<file path="config.mk">
export PLATFORM = sky130hd
export DESIGN_NAME = lsu_ctrl_flat
export DESIGN_NICKNAME = d
export VERILOG_FILES = /design/src/rtl/lsu_ctrl_pkg.sv /design/src/rtl/lsu_ctrl_if.sv /design/src/rtl/lsu_ctrl_load_align.sv /design/src/rtl/lsu_ctrl_store_gen.sv /design/src/rtl/lsu_ctrl.sv /design/src/flat_wrapper.sv
export SDC_FILE = /design/constraint.sdc
export NUM_CORES = 1
export LEC_CHECK = 0
export CAP_MARGIN = 20
export CORE_ASPECT_RATIO = 2
export CORE_MARGIN = 10
export CORE_UTILIZATION = 45
export CTS_BUF_LIST = sky130_fd_sc_hd__clkbuf_4
export CTS_CLUSTER_DIAMETER = 200
export DETAILED_ROUTE_END_ITERATION = 10
export GPL_TIMING_DRIVEN = 0
export MAX_ROUTING_LAYER = met4
export PLACE_DENSITY = 0.89
export RECOVER_POWER = 50
export SYNTH_ARGS = -nofsm -noshare
export SYNTH_HDL_FRONTEND = slang
export SYNTH_SLANG_ARGS = --single-unit
</file>
<file path="constraint.sdc">
create_clock -name clk -period 2.6 [get_ports clk]
set_clock_uncertainty 0.15 [all_clocks]
set_input_delay 0.52 -clock clk [delete_from_list [all_inputs] [get_ports clk]]
set_output_delay 0.52 -clock clk [all_outputs]
set_load 0.03 [all_outputs]
</file>
<file path="src/rtl/lsu_ctrl_pkg.sv">
// Shared types for the load/store unit controller: access sizes, error codes
// and FSM states.
package lsu_ctrl_pkg;

  typedef enum logic [1:0] {
    SIZE_B = 2'd0,
    SIZE_H = 2'd1,
    SIZE_W = 2'd2,
    SIZE_X = 2'd3
  } size_e;

  typedef enum logic [1:0] {
    ERR_NONE     = 2'd0,
    ERR_MISALIGN = 2'd1,
    ERR_ILLEGAL  = 2'd2,
    ERR_TIMEOUT  = 2'd3
  } err_e;

  typedef enum logic [1:0] {
    ST_IDLE,
    ST_REQ,
    ST_WAIT,
    ST_RESP
  } state_e;

  function automatic logic is_misaligned(size_e size, logic [1:0] addr_lo);
    return ((size == SIZE_H) && addr_lo[0]) ||
           ((size == SIZE_W) && (addr_lo != 2'b00));
  endfunction

endpackage

</file>
<file path="src/rtl/lsu_ctrl_if.sv">
// Data-memory bus port: valid/ready request channel plus response strobe.
interface lsu_ctrl_if;
  logic        mem_req_valid;
  logic        mem_req_ready;
  logic [31:0] mem_addr;
  logic        mem_we;
  logic [31:0] mem_wdata;
  logic [3:0]  mem_wstrb;
  logic        mem_rsp_valid;
  logic [31:0] mem_rdata;

  modport master (
    output mem_req_valid, mem_addr, mem_we, mem_wdata, mem_wstrb,
    input  mem_req_ready, mem_rsp_valid, mem_rdata
  );

  modport slave (
    input  mem_req_valid, mem_addr, mem_we, mem_wdata, mem_wstrb,
    output mem_req_ready, mem_rsp_valid, mem_rdata
  );
endinterface

</file>
<file path="src/rtl/lsu_ctrl_load_align.sv">
// Load path: selects the addressed byte/half of the read word and extends it.
module load_align
  import lsu_ctrl_pkg::*;
(
  input  logic [31:0] rdata,
  input  logic [1:0]  addr_lo,
  input  size_e       size,
  input  logic        is_unsigned,
  output logic [31:0] result
);

  logic [7:0]  byte_sel;
  logic [15:0] half_sel;

  always_comb begin
    byte_sel = rdata[{addr_lo, 3'b000} +: 8];
    half_sel = addr_lo[1] ? rdata[31:16] : rdata[15:0];
    case (size)
      SIZE_B:  result = {{24{~is_unsigned & byte_sel[7]}}, byte_sel};
      SIZE_H:  result = {{16{~is_unsigned & half_sel[15]}}, half_sel};
      default: result = rdata;
    endcase
  end

endmodule

</file>
<file path="src/rtl/lsu_ctrl_store_gen.sv">
// Store path: places the source register into its byte lanes and builds strobes.
module store_gen
  import lsu_ctrl_pkg::*;
(
  input  logic [1:0]  store_type,
  input  logic [1:0]  addr_lo,
  input  logic [31:0] rs2,
  output logic [31:0] wdata,
  output logic [3:0]  wstrb
);

  always_comb begin
    wdata = '0;
    wstrb = '0;
    case (size_e'(store_type))
      SIZE_B: begin
        wdata = {24'b0, rs2[7:0]} << {addr_lo, 3'b000};
        wstrb = 4'b0001 << addr_lo;
      end
      SIZE_H: begin
        wdata = {16'b0, rs2[15:0]} << {addr_lo[1], 4'b0000};
        wstrb = addr_lo[1] ? 4'b1100 : 4'b0011;
      end
      SIZE_W: begin
        wdata = rs2;
        wstrb = '1;
      end
      default: ;
    endcase
  end

endmodule

</file>
<file path="src/rtl/lsu_ctrl.sv">
// Load/store unit controller: checks the access, runs one bus transaction with
// timeout and returns extended load data or an error code to the pipeline.
module lsu_ctrl
  import lsu_ctrl_pkg::*;
#(
  parameter int unsigned TIMEOUT_CYCLES = 256,
  parameter int unsigned TO_W           = 9
) (
  input  logic        clk,
  input  logic        rst_n,
  input  logic        req_valid,
  output logic        req_ready,
  input  logic        req_we,
  input  logic [31:0] req_addr,
  input  logic [1:0]  req_size,
  input  logic        req_unsigned,
  input  logic [31:0] req_wdata,
  lsu_ctrl_if.master  mem,
  output logic        rsp_valid,
  output logic [31:0] rsp_rdata,
  output logic [1:0]  rsp_err,
  output logic        busy
);

  state_e      state_q, state_d;
  logic [1:0]  alo_q, alo_d;
  size_e       size_q, size_d;
  logic        uns_q, uns_d;
  logic        we_q, we_d;
  logic [31:0] addr_q, addr_d;
  logic [31:0] wdata_q, wdata_d;
  logic [3:0]  wstrb_q, wstrb_d;
  logic [TO_W-1:0] cnt_q, cnt_d;
  logic [31:0] rdata_q, rdata_d;
  err_e        err_q, err_d;

  logic        accept, timeout_hit, mem_req_valid_o;
  err_e        chk_err;
  logic [31:0] sg_wdata, ld_data;
  logic [3:0]  sg_wstrb;

  store_gen u_store_gen (
    .store_type (req_size),
    .addr_lo    (req_addr[1:0]),
    .rs2        (req_wdata),
    .wdata      (sg_wdata),
    .wstrb      (sg_wstrb)
  );

  load_align u_load_align (
    .rdata       (mem.mem_rdata),
    .addr_lo     (alo_q),
    .size        (size_q),
    .is_unsigned (uns_q),
    .result      (ld_data)
  );

  assign accept = req_valid && (state_q == ST_IDLE);
  // Illegal size is checked first so it wins over misalignment.
  assign chk_err = (size_e'(req_size) == SIZE_X) ? ERR_ILLEGAL :
                   is_misaligned(size_e'(req_size), req_addr[1:0]) ? ERR_MISALIGN :
                   ERR_NONE;
  assign timeout_hit = (TIMEOUT_CYCLES != 0) &&
                       (cnt_q == TO_W'(TIMEOUT_CYCLES - 1));

  always_ff @(posedge clk or negedge rst_n) begin
    if (!rst_n) state_q <= ST_IDLE;
    else        state_q <= state_d;
  end

  always_comb begin
    state_d = state_q;
    case (state_q)
      ST_IDLE: if (accept) state_d = (chk_err == ERR_NONE) ? ST_REQ : ST_RESP;
      ST_REQ:  if (mem.mem_req_ready) state_d = ST_WAIT;
      ST_WAIT: if (mem.mem_rsp_valid || timeout_hit) state_d = ST_RESP;
      ST_RESP: state_d = ST_IDLE;
      default: state_d = ST_IDLE;
    endcase
  end

  always_comb begin
    req_ready       = (state_q == ST_IDLE);
    mem_req_valid_o = (state_q == ST_REQ);
    rsp_valid       = (state_q == ST_RESP);
    busy            = (state_q != ST_IDLE);
  end

  always_comb begin
    alo_d   = alo_q;
    size_d  = size_q;
    uns_d   = uns_q;
    we_d    = we_q;
    addr_d  = addr_q;
    wdata_d = wdata_q;
    wstrb_d = wstrb_q;
    cnt_d   = cnt_q;
    rdata_d = '0;
    err_d   = ERR_NONE;
    case (state_q)
      ST_IDLE: if (accept) begin
        alo_d   = req_addr[1:0];
        size_d  = size_e'(req_size);
        uns_d   = req_unsigned;
        we_d    = req_we;
        addr_d  = {req_addr[31:2], 2'b00};
        wdata_d = req_we ? sg_wdata : '0;
        wstrb_d = req_we ? sg_wstrb : '0;
        err_d   = chk_err;
      end
      ST_REQ: if (mem.mem_req_ready) cnt_d = '0;
      ST_WAIT: begin
        cnt_d = cnt_q + TO_W'(1);
        if (mem.mem_rsp_valid) rdata_d = we_q ? '0 : ld_data;
        else if (timeout_hit)  err_d   = ERR_TIMEOUT;
      end
      default: ;
    endcase
  end

  always_ff @(posedge clk or negedge rst_n) begin
    if (!rst_n) begin
      alo_q   <= '0;
      size_q  <= SIZE_B;
      uns_q   <= 1'b0;
      we_q    <= 1'b0;
      addr_q  <= '0;
      wdata_q <= '0;
      wstrb_q <= '0;
      cnt_q   <= '0;
      rdata_q <= '0;
      err_q   <= ERR_NONE;
    end else begin
      alo_q   <= alo_d;
      size_q  <= size_d;
      uns_q   <= uns_d;
      we_q    <= we_d;
      addr_q  <= addr_d;
      wdata_q <= wdata_d;
      wstrb_q <= wstrb_d;
      cnt_q   <= cnt_d;
      rdata_q <= rdata_d;
      err_q   <= err_d;
    end
  end

  assign mem.mem_req_valid = mem_req_valid_o;
  assign mem.mem_addr      = addr_q;
  assign mem.mem_we        = we_q;
  assign mem.mem_wdata     = wdata_q;
  assign mem.mem_wstrb     = wstrb_q;
  assign rsp_rdata         = rdata_q;
  assign rsp_err           = err_q;

endmodule

</file>
<file path="src/flat_wrapper.sv">
// flat-port wrapper written by rule: the top's interface ports become plain ports
module lsu_ctrl_flat import lsu_ctrl_pkg::*;
#(
  parameter int unsigned TIMEOUT_CYCLES = 256,
  parameter int unsigned TO_W           = 9
)
  (clk, rst_n, req_valid, req_ready, req_we, req_addr, req_size, req_unsigned, req_wdata, rsp_valid, rsp_rdata, rsp_err, busy, mem_mem_req_valid, mem_mem_addr, mem_mem_we, mem_mem_wdata, mem_mem_wstrb, mem_mem_req_ready, mem_mem_rsp_valid, mem_mem_rdata);
  lsu_ctrl_if mem_i ();
  input  logic clk;
  input  logic rst_n;
  input  logic req_valid;
  output logic req_ready;
  input  logic req_we;
  input  logic [31:0] req_addr;
  input  logic [1:0] req_size;
  input  logic req_unsigned;
  input  logic [31:0] req_wdata;
  output logic rsp_valid;
  output logic [31:0] rsp_rdata;
  output logic [1:0] rsp_err;
  output logic busy;
  output wire logic [$bits(mem_i.mem_req_valid)-1:0] mem_mem_req_valid;
  output wire logic [$bits(mem_i.mem_addr)-1:0] mem_mem_addr;
  output wire logic [$bits(mem_i.mem_we)-1:0] mem_mem_we;
  output wire logic [$bits(mem_i.mem_wdata)-1:0] mem_mem_wdata;
  output wire logic [$bits(mem_i.mem_wstrb)-1:0] mem_mem_wstrb;
  input wire logic [$bits(mem_i.mem_req_ready)-1:0] mem_mem_req_ready;
  input wire logic [$bits(mem_i.mem_rsp_valid)-1:0] mem_mem_rsp_valid;
  input wire logic [$bits(mem_i.mem_rdata)-1:0] mem_mem_rdata;
  assign mem_mem_req_valid = mem_i.mem_req_valid;
  assign mem_mem_addr = mem_i.mem_addr;
  assign mem_mem_we = mem_i.mem_we;
  assign mem_mem_wdata = mem_i.mem_wdata;
  assign mem_mem_wstrb = mem_i.mem_wstrb;
  assign mem_i.mem_req_ready = mem_mem_req_ready;
  assign mem_i.mem_rsp_valid = mem_mem_rsp_valid;
  assign mem_i.mem_rdata = mem_mem_rdata;
  lsu_ctrl #(.TIMEOUT_CYCLES(TIMEOUT_CYCLES), .TO_W(TO_W)) u_core (.clk(clk), .rst_n(rst_n), .req_valid(req_valid), .req_ready(req_ready), .req_we(req_we), .req_addr(req_addr), .req_size(req_size), .req_unsigned(req_unsigned), .req_wdata(req_wdata), .mem(mem_i), .rsp_valid(rsp_valid), .rsp_rdata(rsp_rdata), .rsp_err(rsp_err), .busy(busy));
endmodule
</file>
==> summary.txt <==
Run status
  • Status: finished with violations
  • Violated checks: capacitance limit, slew limit

Clocking
  • Worst-path clk slew: 0.11 ns
  • Clk_lat worst skew: 0.51 ns
  • Num CTS Buffers: 17
  • Root Driver: clkbuf_4
  • Htree depth: 4
  • Clk sinks: 117
  • Clock Path Buffers: 2
  • CTS tree: done

Power
  • Leakage: approximately 0.0035 uW
  • Comb power frac: 0.522
  • Sw Pwr: 3600 uW
  • Peak VDD IR: 792 uV
  • Clock power share: 0.142
  • Power Internal: approximately 4700 uW
  • Power per Cell Area: 1070 nW/um^2
  • Sw frac: 0.433
  • Reg power frac: 0.336

Detailed routing
  • Drc violations: 0
  • Final WL: 18.5 mm
  • Vias: 4789
  • Initial DRT Pass Iterations: 5
  • 1st-iter DRT viols: 367
  • Via density: between 5 and 6
  • Antenna Nets Post-Route: 0
  • Drt wl/cell: 21.6 um

Worst setup path
  • Buf/Inv on CP: 3
  • Worst Setup End Kind: output pin
  • Worst Setup Path Type: flip-flop to output pin
  • CP most frequent cell: inv_1
  • Crit path DAT: 1.80 ns
  • Largest stage delay, worst path: approximately 0.43 ns
  • Crit start category: flip-flop
  • Delay-heaviest family, CP: buffers and inverters
  • Crit-path slowest cell: dfrtp_1
  • Worst Path Required: 1.93 ns
  • CP Max Fanout: 4
  • CP cell instances: inv_1, ha_1, inv_1, dlygate4sd2_1

Synth
  • YS warnings: 0
  • Post-synthesis cell type count: 44
  • Register area share after synthesis: 0.560
  • Predominant post-synthesis flop cell: dfrtp_1
  • Post-synthesis cell area: approximately 5200 um^2
  • Syn_area_per_cell: 11.2 um^2
  • #FFs+latches synth: ~120
  • Ys async rst share: 1.00
  • Post-synth EDFFs: 0
  • Post-Synthesis Cells: about 470

Layout
  • Final Net Count: between 800 and 900
  • Most common library cell in the layout ignoring fill and taps: clkdlybuf4s50_1
  • Fin area: approximately 7700 um^2
  • Area grow syn2layout: 48.1%
  • Share of layout cells above drive strength 1: 0.131
  • Commonest cells after routing, fill and taps aside: clkdlybuf4s50_1, dfrtp_1, nand2_1

Global route
  • Largest net degree at the start of global routing: 73
  • Grt total ovfl: 0
  • Vias in the first global route: approximately 5200
  • First-pass GRT wire length: 27.1 mm
  • GRT Total Usage: 0.222
  • Initial antenna violation count: 1

Die
  • # rows: 55
  • Area of the die: 16600 um^2
  • Num ports: 212
  • Die H: 172 um
  • Starting Density: 0.461
  • Die X: 96.2 um
  • CORE AREA: 11400 um^2

Place
  • Placement Setup Slack: -0.0767 ns
  • Placement-stage cell area: approximately 7500 um^2
  • Count of input and output buffers: 209
  • RD Place Congestion: 0.976
  • Post-DP HPWL: 14.7 mm

STA
  • Final setup fails: 0
  • Final TNS setup: 0 ns
  • Final Hold Vio Count: 0
  • Setup ws final: 0.131 ns
  • F_max: between 400 and 500 MHz
  • Minimum clock period: 2.47 ns
  • RSZ-0062 raised after global routing: no
  • Worst-margin pin slew: about 1.8 ns
  • Fin crit share: 0.950
  • Slew Viols, Final: 72
  • Slew Limit Headroom: -0.222

Flow run
  • Total of max-cap violations: 1

Worst hold path
  • Hold Crit Class: flip-flop to flip-flop
-- per-stage QoR --
stage          total power (uW)  std cells   util  hold slack (ns)
3_5_place_dp               7260        821  0.663            0.323
3_3_place_gp               7090        820  0.661            0.311
4_1_cts                    8420        853  0.685            0.346
2_1_floorplan              5330        469      -           0.0744
5_1_grt                    8700        854  0.682            0.374
6_report                   8310        854  0.682            0.344
-- cells by family after synthesis --
logic type / share of synthesized area
buf+inv: 0.0419
compound gates: 0.176
other cells: 0.000717
mux: 0.103
flops: 0.560
fa+ha+maj: 0.0167
simple gates: 0.101
-- sequential cells by signal (all words and copies together) (netlist names) --
register	count
u_core.mem.mem_wstrb	4
u_core.uns_q	1
u_core.state_q	2
u_core.size_q	2
u_core.mem.mem_we	1
u_core.mem.mem_addr	30
u_core.cnt_q	9
u_core.rsp_err	2
u_core.rsp_rdata	32
u_core.mem.mem_wdata	32
u_core.alo_q	2
-- area by class of cell --
type / instances / area, um^2
timing repair buffer: 211 / 2120
antenna: 1 / 2.50
multi-input combinational: 302 / 2060
tap: 142 / 178
clock inverter: 13 / 111
clock buffer: 18 / 135
inverter: 21 / 78.8
sequential: 117 / 2930
buffer: 29 / 134
fill: 845 / 3610
-- power by group through the flow --
stage                     logic, uW  registers (uW)  clock network, uW
after global placement         4310            2770                  0
final                          4340            2790               1180
after detailed placement       4430            2820                  0
after floorplan                1520            3810                  0
after global routing           4570            2850               1270
after CTS                      4430            2790               1200
-- routing by layer --
layer / track usage / up-vias / wire length (um)
met2: 0.401 / 277 / 10400
met4: 0.128 / 0 / 794
li1: - / 2130 / -
met5: - / - / 0
met1: 0.197 / 2319 / 5950
met3: 0.0621 / 63 / 1300
-- final timing paths --
check	startpoint	to	slack, ns	cells after the start
min reg2reg	u_core.mem.mem_wdata[25]	u_core.mem.mem_wdata[25]	0.34	2
min in group asynchronous	rst_n	u_core.mem.mem_wdata[29]	0.89	2
min	u_core.mem.mem_wdata[25]	u_core.mem.mem_wdata[25]	0.34	2
max reg2reg	u_core.state_q[0]	u_core.rsp_err[1]	0.15	6
max in group asynchronous	rst_n	u_core.mem.mem_addr[19]	0.33	2
max	u_core.state_q[0]	busy	0.13	4
-- worst reg2reg max path: cells and delay by family (launching register included) --
family / cells / cell delay (ns)
AND/OR/NAND/NOR: 1 / 0.22
adder cells (fa/ha/maj): 1 / 0.26
AO/OA/AOI/OAI: 1 / 0.24
buffers and inverters: 3 / 1.01
flip-flops: 1 / 0.43
-- synth_stat cells, types with 9 or more instances --
master	n	area share
a21o_1	9	0.013
a21oi_1	15	0.014
a22o_1	22	0.037
a32o_1	9	0.017
clkbuf_1	17	0.012
dfrtp_1	117	0.56
inv_1	21	0.015
mux2_2	44	0.095
nand2_1	76	0.055
nor2_1	18	0.013
o21ai_0	38	0.036
-- repair_timing --
action / CTS / global route
resized for setup: 3 / 2
hold buffers: 1 / 0
setup endpoints to repair: 3 / 5
pin swaps: 0 / 0
setup buffers: 0 / 0
endpoints found under the hold margin: 38 / 0
Power figures use the tool's default switching activity.
